==> src/rtl/hazard_control_unit_pkg.sv <==
// rtl/hazard_control_unit_pkg.sv - shared state encoding, control bundle and hazard helper
package hazard_control_unit_pkg;

    typedef enum logic [1:0] {
        ST_RUN        = 2'd0,
        ST_FLUSH_PEND = 2'd1,
        ST_FREEZE     = 2'd2,
        ST_ILLEGAL    = 2'd3
    } state_e;

    localparam logic [4:0] REG_ZERO = 5'd0;

    typedef struct packed {
        logic pc_write;
        logic if_id_write;
        logic if_id_flush;
        logic id_ex_flush;
        logic ex_mem_write;
        logic mem_wb_write;
    } ctrl_t;

    localparam ctrl_t CTRL_DEFAULT = '{pc_write: 1'b1, if_id_write: 1'b1, if_id_flush: 1'b0,
                                       id_ex_flush: 1'b0, ex_mem_write: 1'b1, mem_wb_write: 1'b1};
    localparam ctrl_t CTRL_FROZEN  = '{pc_write: 1'b0, if_id_write: 1'b0, if_id_flush: 1'b0,
                                       id_ex_flush: 1'b0, ex_mem_write: 1'b0, mem_wb_write: 1'b0};
    localparam ctrl_t CTRL_RESET   = '{pc_write: 1'b0, if_id_write: 1'b0, if_id_flush: 1'b1,
                                       id_ex_flush: 1'b1, ex_mem_write: 1'b0, mem_wb_write: 1'b0};

    // Forwarding cannot help a consumer directly behind a load; x0 never carries a dependency.
    function automatic logic load_use_hazard(
        input logic       mem_read,
        input logic [4:0] rd,
        input logic [4:0] rs1,
        input logic [4:0] rs2,
        input logic       uses_rs1,
        input logic       uses_rs2
    );
        return mem_read && (rd != REG_ZERO) &&
               (((rd == rs1) && uses_rs1) || ((rd == rs2) && uses_rs2));
    endfunction

endpackage

==> src/rtl/hazard_control_unit_if.sv <==
// rtl/hazard_control_unit_if.sv - pipeline-side bundle between the core and the hazard unit
interface hazard_control_unit_if #(
    parameter int CNT_W = 32
);
    logic [4:0]       ID_rs1;
    logic [4:0]       ID_rs2;
    logic             ID_uses_rs1;
    logic             ID_uses_rs2;
    logic             ID_EX_MemRead;
    logic [4:0]       ID_EX_RegisterRd;
    logic             EX_branch_taken;
    logic             icache_stall;
    logic             dcache_stall;
    logic             PC_write;
    logic             IF_ID_write;
    logic             IF_ID_flush;
    logic             ID_EX_flush;
    logic             EX_MEM_write;
    logic             MEM_WB_write;
    logic [CNT_W-1:0] stall_cycles;
    logic [CNT_W-1:0] load_use_events;

    modport master (
        output ID_rs1, ID_rs2, ID_uses_rs1, ID_uses_rs2, ID_EX_MemRead, ID_EX_RegisterRd,
               EX_branch_taken, icache_stall, dcache_stall,
        input  PC_write, IF_ID_write, IF_ID_flush, ID_EX_flush, EX_MEM_write, MEM_WB_write,
               stall_cycles, load_use_events
    );

    modport slave (
        input  ID_rs1, ID_rs2, ID_uses_rs1, ID_uses_rs2, ID_EX_MemRead, ID_EX_RegisterRd,
               EX_branch_taken, icache_stall, dcache_stall,
        output PC_write, IF_ID_write, IF_ID_flush, ID_EX_flush, EX_MEM_write, MEM_WB_write,
               stall_cycles, load_use_events
    );
endinterface

==> src/rtl/hazard_control_unit_sat_counter.sv <==
// rtl/hazard_control_unit_sat_counter.sv - saturating event counter
module sat_counter #(
    parameter int CNT_W = 32
) (
    input  logic             clk,
    input  logic             rst,
    input  logic             inc_i,
    output logic [CNT_W-1:0] count_o
);
    logic [CNT_W-1:0] count_q;
    logic [CNT_W-1:0] count_d;

    always_comb begin
        count_d = count_q;
        if (inc_i && (count_q != {CNT_W{1'b1}})) begin
            count_d = count_q + 1'b1;
        end
    end

    always_ff @(posedge clk or posedge rst) begin
        if (rst) begin
            count_q <= '0;
        end else begin
            count_q <= count_d;
        end
    end

    assign count_o = count_q;
endmodule

==> src/rtl/hazard_control_unit.sv <==
// rtl/hazard_control_unit.sv - stall/flush/freeze sequencing for the 5-stage pipe
import hazard_control_unit_pkg::*;

module hazard_control_unit #(
    parameter int CNT_W = 32
) (
    input  logic                 clk,
    input  logic                 rst,
    hazard_control_unit_if.slave hif
);
    state_e state_q;
    state_e state_d;
    logic   pend_q;
    logic   pend_d;
    ctrl_t  ctrl;
    logic   hazard;
    logic   lu_fire;
    logic   legal;
    logic   pending;
    logic   run_like;

    assign hazard = load_use_hazard(hif.ID_EX_MemRead, hif.ID_EX_RegisterRd, hif.ID_rs1,
                                    hif.ID_rs2, hif.ID_uses_rs1, hif.ID_uses_rs2);

    always_comb begin
        ctrl     = CTRL_DEFAULT;
        state_d  = state_q;
        pend_d   = pend_q;
        lu_fire  = 1'b0;
        legal    = 1'b1;
        pending  = 1'b0;
        run_like = 1'b0;

        // Leaving FREEZE behaves like whichever state the pipe was frozen out of.
        case (state_q)
            ST_RUN:        run_like = 1'b1;
            ST_FLUSH_PEND: pending  = 1'b1;
            ST_FREEZE: begin
                pending  = pend_q;
                run_like = !pend_q;
            end
            default: begin
                legal   = 1'b0;
                state_d = ST_RUN;
                pend_d  = 1'b0;
            end
        endcase

        if (legal) begin
            if (hif.dcache_stall) begin
                ctrl    = CTRL_FROZEN;
                state_d = ST_FREEZE;
                pend_d  = pend_q | (hif.EX_branch_taken & hif.icache_stall);
            end else if (hif.EX_branch_taken) begin
                ctrl.if_id_flush = 1'b1;
                ctrl.id_ex_flush = 1'b1;
                pend_d           = hif.icache_stall;
                state_d          = hif.icache_stall ? ST_FLUSH_PEND : ST_RUN;
            end else if (pending) begin
                ctrl.if_id_flush = 1'b1;
                if (state_q == ST_FREEZE) begin
                    state_d = ST_FLUSH_PEND;
                end else if (!hif.icache_stall) begin
                    state_d = ST_RUN;
                    pend_d  = 1'b0;
                end
            end else if (run_like && hazard) begin
                ctrl.pc_write    = 1'b0;
                ctrl.if_id_write = 1'b0;
                ctrl.id_ex_flush = 1'b1;
                lu_fire          = 1'b1;
                state_d          = ST_RUN;
            end else if (run_like && hif.icache_stall) begin
                ctrl.pc_write    = 1'b0;
                ctrl.if_id_flush = 1'b1;
                state_d          = ST_RUN;
            end else begin
                state_d = ST_RUN;
            end
        end

        if (rst) begin
            ctrl    = CTRL_RESET;
            lu_fire = 1'b0;
        end
    end

    always_ff @(posedge clk or posedge rst) begin
        if (rst) begin
            state_q <= ST_RUN;
            pend_q  <= 1'b0;
        end else begin
            state_q <= state_d;
            pend_q  <= pend_d;
        end
    end

    assign hif.PC_write     = ctrl.pc_write;
    assign hif.IF_ID_write  = ctrl.if_id_write;
    assign hif.IF_ID_flush  = ctrl.if_id_flush;
    assign hif.ID_EX_flush  = ctrl.id_ex_flush;
    assign hif.EX_MEM_write = ctrl.ex_mem_write;
    assign hif.MEM_WB_write = ctrl.mem_wb_write;

    sat_counter #(.CNT_W(CNT_W)) u_stall_cnt (
        .clk     (clk),
        .rst     (rst),
        .inc_i   (!ctrl.pc_write && !rst),
        .count_o (hif.stall_cycles)
    );

    sat_counter #(.CNT_W(CNT_W)) u_lu_cnt (
        .clk     (clk),
        .rst     (rst),
        .inc_i   (lu_fire),
        .count_o (hif.load_use_events)
    );
endmodule

==> src/flat_wrapper.sv <==
// flat-port wrapper written by rule: the top's interface ports become plain ports
module hazard_control_unit_flat 
#(
    parameter int CNT_W = 32
)
  (clk, rst, hif_ID_rs1, hif_ID_rs2, hif_ID_uses_rs1, hif_ID_uses_rs2, hif_ID_EX_MemRead, hif_ID_EX_RegisterRd, hif_EX_branch_taken, hif_icache_stall, hif_dcache_stall, hif_PC_write, hif_IF_ID_write, hif_IF_ID_flush, hif_ID_EX_flush, hif_EX_MEM_write, hif_MEM_WB_write, hif_stall_cycles, hif_load_use_events);
  hazard_control_unit_if #(.CNT_W(CNT_W)) hif_i ();
  input  logic clk;
  input  logic rst;
  input wire logic [$bits(hif_i.ID_rs1)-1:0] hif_ID_rs1;
  input wire logic [$bits(hif_i.ID_rs2)-1:0] hif_ID_rs2;
  input wire logic [$bits(hif_i.ID_uses_rs1)-1:0] hif_ID_uses_rs1;
  input wire logic [$bits(hif_i.ID_uses_rs2)-1:0] hif_ID_uses_rs2;
  input wire logic [$bits(hif_i.ID_EX_MemRead)-1:0] hif_ID_EX_MemRead;
  input wire logic [$bits(hif_i.ID_EX_RegisterRd)-1:0] hif_ID_EX_RegisterRd;
  input wire logic [$bits(hif_i.EX_branch_taken)-1:0] hif_EX_branch_taken;
  input wire logic [$bits(hif_i.icache_stall)-1:0] hif_icache_stall;
  input wire logic [$bits(hif_i.dcache_stall)-1:0] hif_dcache_stall;
  output wire logic [$bits(hif_i.PC_write)-1:0] hif_PC_write;
  output wire logic [$bits(hif_i.IF_ID_write)-1:0] hif_IF_ID_write;
  output wire logic [$bits(hif_i.IF_ID_flush)-1:0] hif_IF_ID_flush;
  output wire logic [$bits(hif_i.ID_EX_flush)-1:0] hif_ID_EX_flush;
  output wire logic [$bits(hif_i.EX_MEM_write)-1:0] hif_EX_MEM_write;
  output wire logic [$bits(hif_i.MEM_WB_write)-1:0] hif_MEM_WB_write;
  output wire logic [$bits(hif_i.stall_cycles)-1:0] hif_stall_cycles;
  output wire logic [$bits(hif_i.load_use_events)-1:0] hif_load_use_events;
  assign hif_i.ID_rs1 = hif_ID_rs1;
  assign hif_i.ID_rs2 = hif_ID_rs2;
  assign hif_i.ID_uses_rs1 = hif_ID_uses_rs1;
  assign hif_i.ID_uses_rs2 = hif_ID_uses_rs2;
  assign hif_i.ID_EX_MemRead = hif_ID_EX_MemRead;
  assign hif_i.ID_EX_RegisterRd = hif_ID_EX_RegisterRd;
  assign hif_i.EX_branch_taken = hif_EX_branch_taken;
  assign hif_i.icache_stall = hif_icache_stall;
  assign hif_i.dcache_stall = hif_dcache_stall;
  assign hif_PC_write = hif_i.PC_write;
  assign hif_IF_ID_write = hif_i.IF_ID_write;
  assign hif_IF_ID_flush = hif_i.IF_ID_flush;
  assign hif_ID_EX_flush = hif_i.ID_EX_flush;
  assign hif_EX_MEM_write = hif_i.EX_MEM_write;
  assign hif_MEM_WB_write = hif_i.MEM_WB_write;
  assign hif_stall_cycles = hif_i.stall_cycles;
  assign hif_load_use_events = hif_i.load_use_events;
  hazard_control_unit #(.CNT_W(CNT_W)) u_core (.clk(clk), .rst(rst), .hif(hif_i));
endmodule
==> config.mk <==
export PLATFORM = sky130hd
export DESIGN_NAME = hazard_control_unit_flat
export DESIGN_NICKNAME = d
export VERILOG_FILES = /design/src/rtl/hazard_control_unit_pkg.sv /design/src/rtl/hazard_control_unit_if.sv /design/src/rtl/hazard_control_unit_sat_counter.sv /design/src/rtl/hazard_control_unit.sv /design/src/flat_wrapper.sv
export SDC_FILE = /design/constraint.sdc
export NUM_CORES = 1
export LEC_CHECK = 0
export BUFFER_PORTS_ARGS = -buffer_cell sky130_fd_sc_hd__buf_2
export CORE_AREA = 4 4 88 90
export DETAILED_ROUTE_END_ITERATION = 10
export DIE_AREA = 0 0 92 94
export PLACE_DENSITY = 0.78
export SETUP_SLACK_MARGIN = 0.5
export SLEW_MARGIN = 10
export SYNTH_ARGS = -nofsm -noshare
export SYNTH_HDL_FRONTEND = slang
export SYNTH_SLANG_ARGS = --single-unit
==> constraint.sdc <==
create_clock -name clk -period 2.9 [get_ports clk]
set_input_delay 0.145 -clock clk [delete_from_list [all_inputs] [get_ports clk]]
set_output_delay 0.145 -clock clk [all_outputs]
set_load 0.02 [all_outputs]
==> run summary <==
status: completed
First-pass DRT Iterations: 4
total number of vias: 2905
Commonest cells post-synth: dfrtp_1 (67), xnor2_1 (57), nand3_1 (27)
Die H: 94 um
Stages on worst setup path: 7
post-synthesis sequential area ratio: 0.4653
post-synthesis cell area: 3603 sq um
CP Capture Type: register
Antenna Nets Post-Route: 0
Worst Path Arrival: 2.53 ns
total negative slack: 0 ns
maxcap violations: 0
Sw Share: 0.2715
CTS tree: yes
IR drop worst, VDD: 0.4945 mV
Initial Util: 0.5105
port bufs: 92
Congestion Overflow GR: 0
DP Wirelength: 5.860 mm
P per Cell Area: 502.2 nW/um^2
Critical Path Fanout Max: 7
EDFF count, synth: 0
setup violators final: 0
internal power: 1.649 mW
worst path cell trace: ha_1 -> nand3_2 -> or3_4 -> nor3_4 -> or2_4 -> nor4_4 -> xor2_1
Slew Viols, Final: 0
post-synth net total: 362
Sink Count: 67
Hold Vio Cnt, Final: 0
clock root buffer: clkbuf_8
# DRC: 0
Tmin final: 2.317 ns
critical path's slowest cell: or3_4
Syn Inst Count: 332
placed cell area: 4141 sq um
area grow syn2layout: 25.10%
Comb power frac: 0.151
CTS buffer count: 9
All-Layer GR Usage: 0.1929
Yosys warnings: 0
I/O pin count: 93
Worst-Skew Late Latency: 0.34 ns
Fin Clk Skew: 0.01545 ns
top_reg_cell synth: dfrtp_1
Routed WL: 8.233 mm
design area: 4508 sq um
RSZ-0062 raised after global routing: true
CP Launch Type: register
slew margin rel.: 0.6632
vias per cell: 5.370
first-pass GRT wire length: 13.49 mm
clk buf depth: 2
area leader, netlist: dfrtp_1
WP data required: 3.11 ns
LEAKAGE: 2.256 nW
Max stage delay on crit path: 0.48 ns
Clock power frac: 0.391
Worst path top cell family by delay: simple AND/OR/NAND/NOR gates
Synth async-reset ratio: 1.000
syn avg cell area: 10.85 sq um
die footprint: 8648 sq um
vias in the first global route: 2903
fmax: 431.5 MHz
initial antenna violation count: 0
Inserted Diodes: 0
P_sw: 0.6146 mW
WHS Path Cells: 3
Tcrit/Tclk final: 0.7991
most common cell in the netlist: dfrtp_1
Slew @ Worst Pin: 0.5034 ns
layout cells sized above 1: 0.3416
Core Box Area: 7059 sq um
drt wl/cell: 15.22 um
Nets: 467
# rows: 31
First DRT Iteration DRCs: 166
Routability Congestion: 0.8898
Seq pwr share: 0.458
clk slew on worst S/H paths: 0.07 ns
Synth Register Bits: 67
R2R depth: 7
critical path type: reg -> reg
H-tree depth: 3
Area contributors post-synth: dfrtp_1 (47%), xnor2_1 (14%), nand3_1 (3.8%)
hold crit path type: in -> reg
share of the synthesized area in the top cell type: 0.4653
DIE WIDTH: 92 um
post-synth cell types: 53
Critical path buffers and inverters: 0
largest net degree at the start of global routing: 40
## cell usage in the layout, fill, tap and decap left out, types with 3 or more instances in the layout
master	netlist	final
o21ai_0	4	4
xnor2_1	57	57
nand3_2	3	3
nor4_1	5	3
nor3_1	5	5
buf_2	0	92
buf_4	1	8
nor2_1	13	13
and4_1	5	5
and2_1	8	8
and3_1	17	17
clkbuf_8	1	11
nand3_1	27	27
nor4_4	2	3
inv_1	7	5
nand2_1	24	24
xor2_1	15	15
dfrtp_1	67	67
nand4_2	3	3
ha_1	7	5
nand4_1	21	21
## worst min-delay path, delay by kind of cell
kind / cells / cell delay, ns
AOI/OAI and AO/OA: 2 / 0.15
buffers and inverters: 1 / 0.13
## per-stage QoR
stage | utilization | setup WS (ns) | power [mW] | hold WS [ns] | instances
after CTS | 0.6266 | 0.5066 | 2.267 | 0.1116 | 537
after detailed placement | 0.5867 | 0.4660 | 1.376 | 0.3097 | 517
after global placement | 0.5867 | 0.5803 | 1.365 | 0.3097 | 517
final | 0.6386 | 0.5827 | 2.264 | 0.1344 | 541
after global routing | 0.6386 | 0.4787 | 2.360 | 0.1615 | 541
after floorplan | - | 0.6673 | 1.262 | 0.2901 | 332
## flip-flops by register name (all words and copies together), names as in the netlist
register                    count
u_core.pend_q                   1
u_core.state_q                  2
u_core.u_lu_cnt.count_o        32
u_core.u_stall_cnt.count_o     32
## timing repair
action,4_1_cts,5_1_grt
hold buffers,1,0
hold endpoints to repair,53,0
gates resized for setup,2,11
endpoints found under the setup margin,9,24
setup buffers,3,4
pin swaps,1,8
## final cells by class
class | instances | area, sq um
clock buffer | 12 | 155.1
clock inverter | 4 | 72.57
fill | 576 | 2551
inverter | 7 | 30.03
multi-input combinational | 249 | 1879
sequential | 67 | 1677
tap | 99 | 123.9
timing repair buffer | 103 | 570.5
## per-layer routing
metal	up-vias	routed length (um)	track usage
li1	1384	-	-
met1	1402	3729	0.2551
met2	106	3847	0.3090
met3	13	487	0.03446
met4	0	169	0.09035
met5	-	0	0
## power by group through the flow
stage	clock [mW]	combinational, mW	sequential [mW]
global placement	0	0.314	1.05
detailed placement	0	0.322	1.05
CTS	0.897	0.334	1.04
floorplan	0	0.169	1.09
global route	0.940	0.376	1.05
finish	0.885	0.342	1.04
## path summary, 6_finish.rpt
path                                                            start                                    endpoint  slack, ns
min in group asynchronous                                         rst     u_core.u_lu_cnt.count_o[13]$_DFFE_PP0P_       0.53
min reg2reg                u_core.u_stall_cnt.count_o[17]$_DFFE_PP0P_  u_core.u_stall_cnt.count_o[17]$_DFFE_PP0P_       0.49
min                                                  hif_icache_stall                     u_core.pend_q$_DFF_PP0_       0.13
max in group asynchronous                                         rst     u_core.u_lu_cnt.count_o[24]$_DFFE_PP0P_       1.99
max                            u_core.u_lu_cnt.count_o[0]$_DFFE_PP0P_     u_core.u_lu_cnt.count_o[21]$_DFFE_PP0P_       0.58
max reg2reg                    u_core.u_lu_cnt.count_o[0]$_DFFE_PP0P_     u_core.u_lu_cnt.count_o[21]$_DFFE_PP0P_       0.58
## cell families after synthesis
kind of cell    synth area share
mux                     0.003125
xor+xnor                  0.1750
simple gates              0.2597
compound gates           0.04167
flops                     0.4653
fa+ha+maj                0.02430
buf+inv                  0.03090
Power figures use the tool's default switching activity.
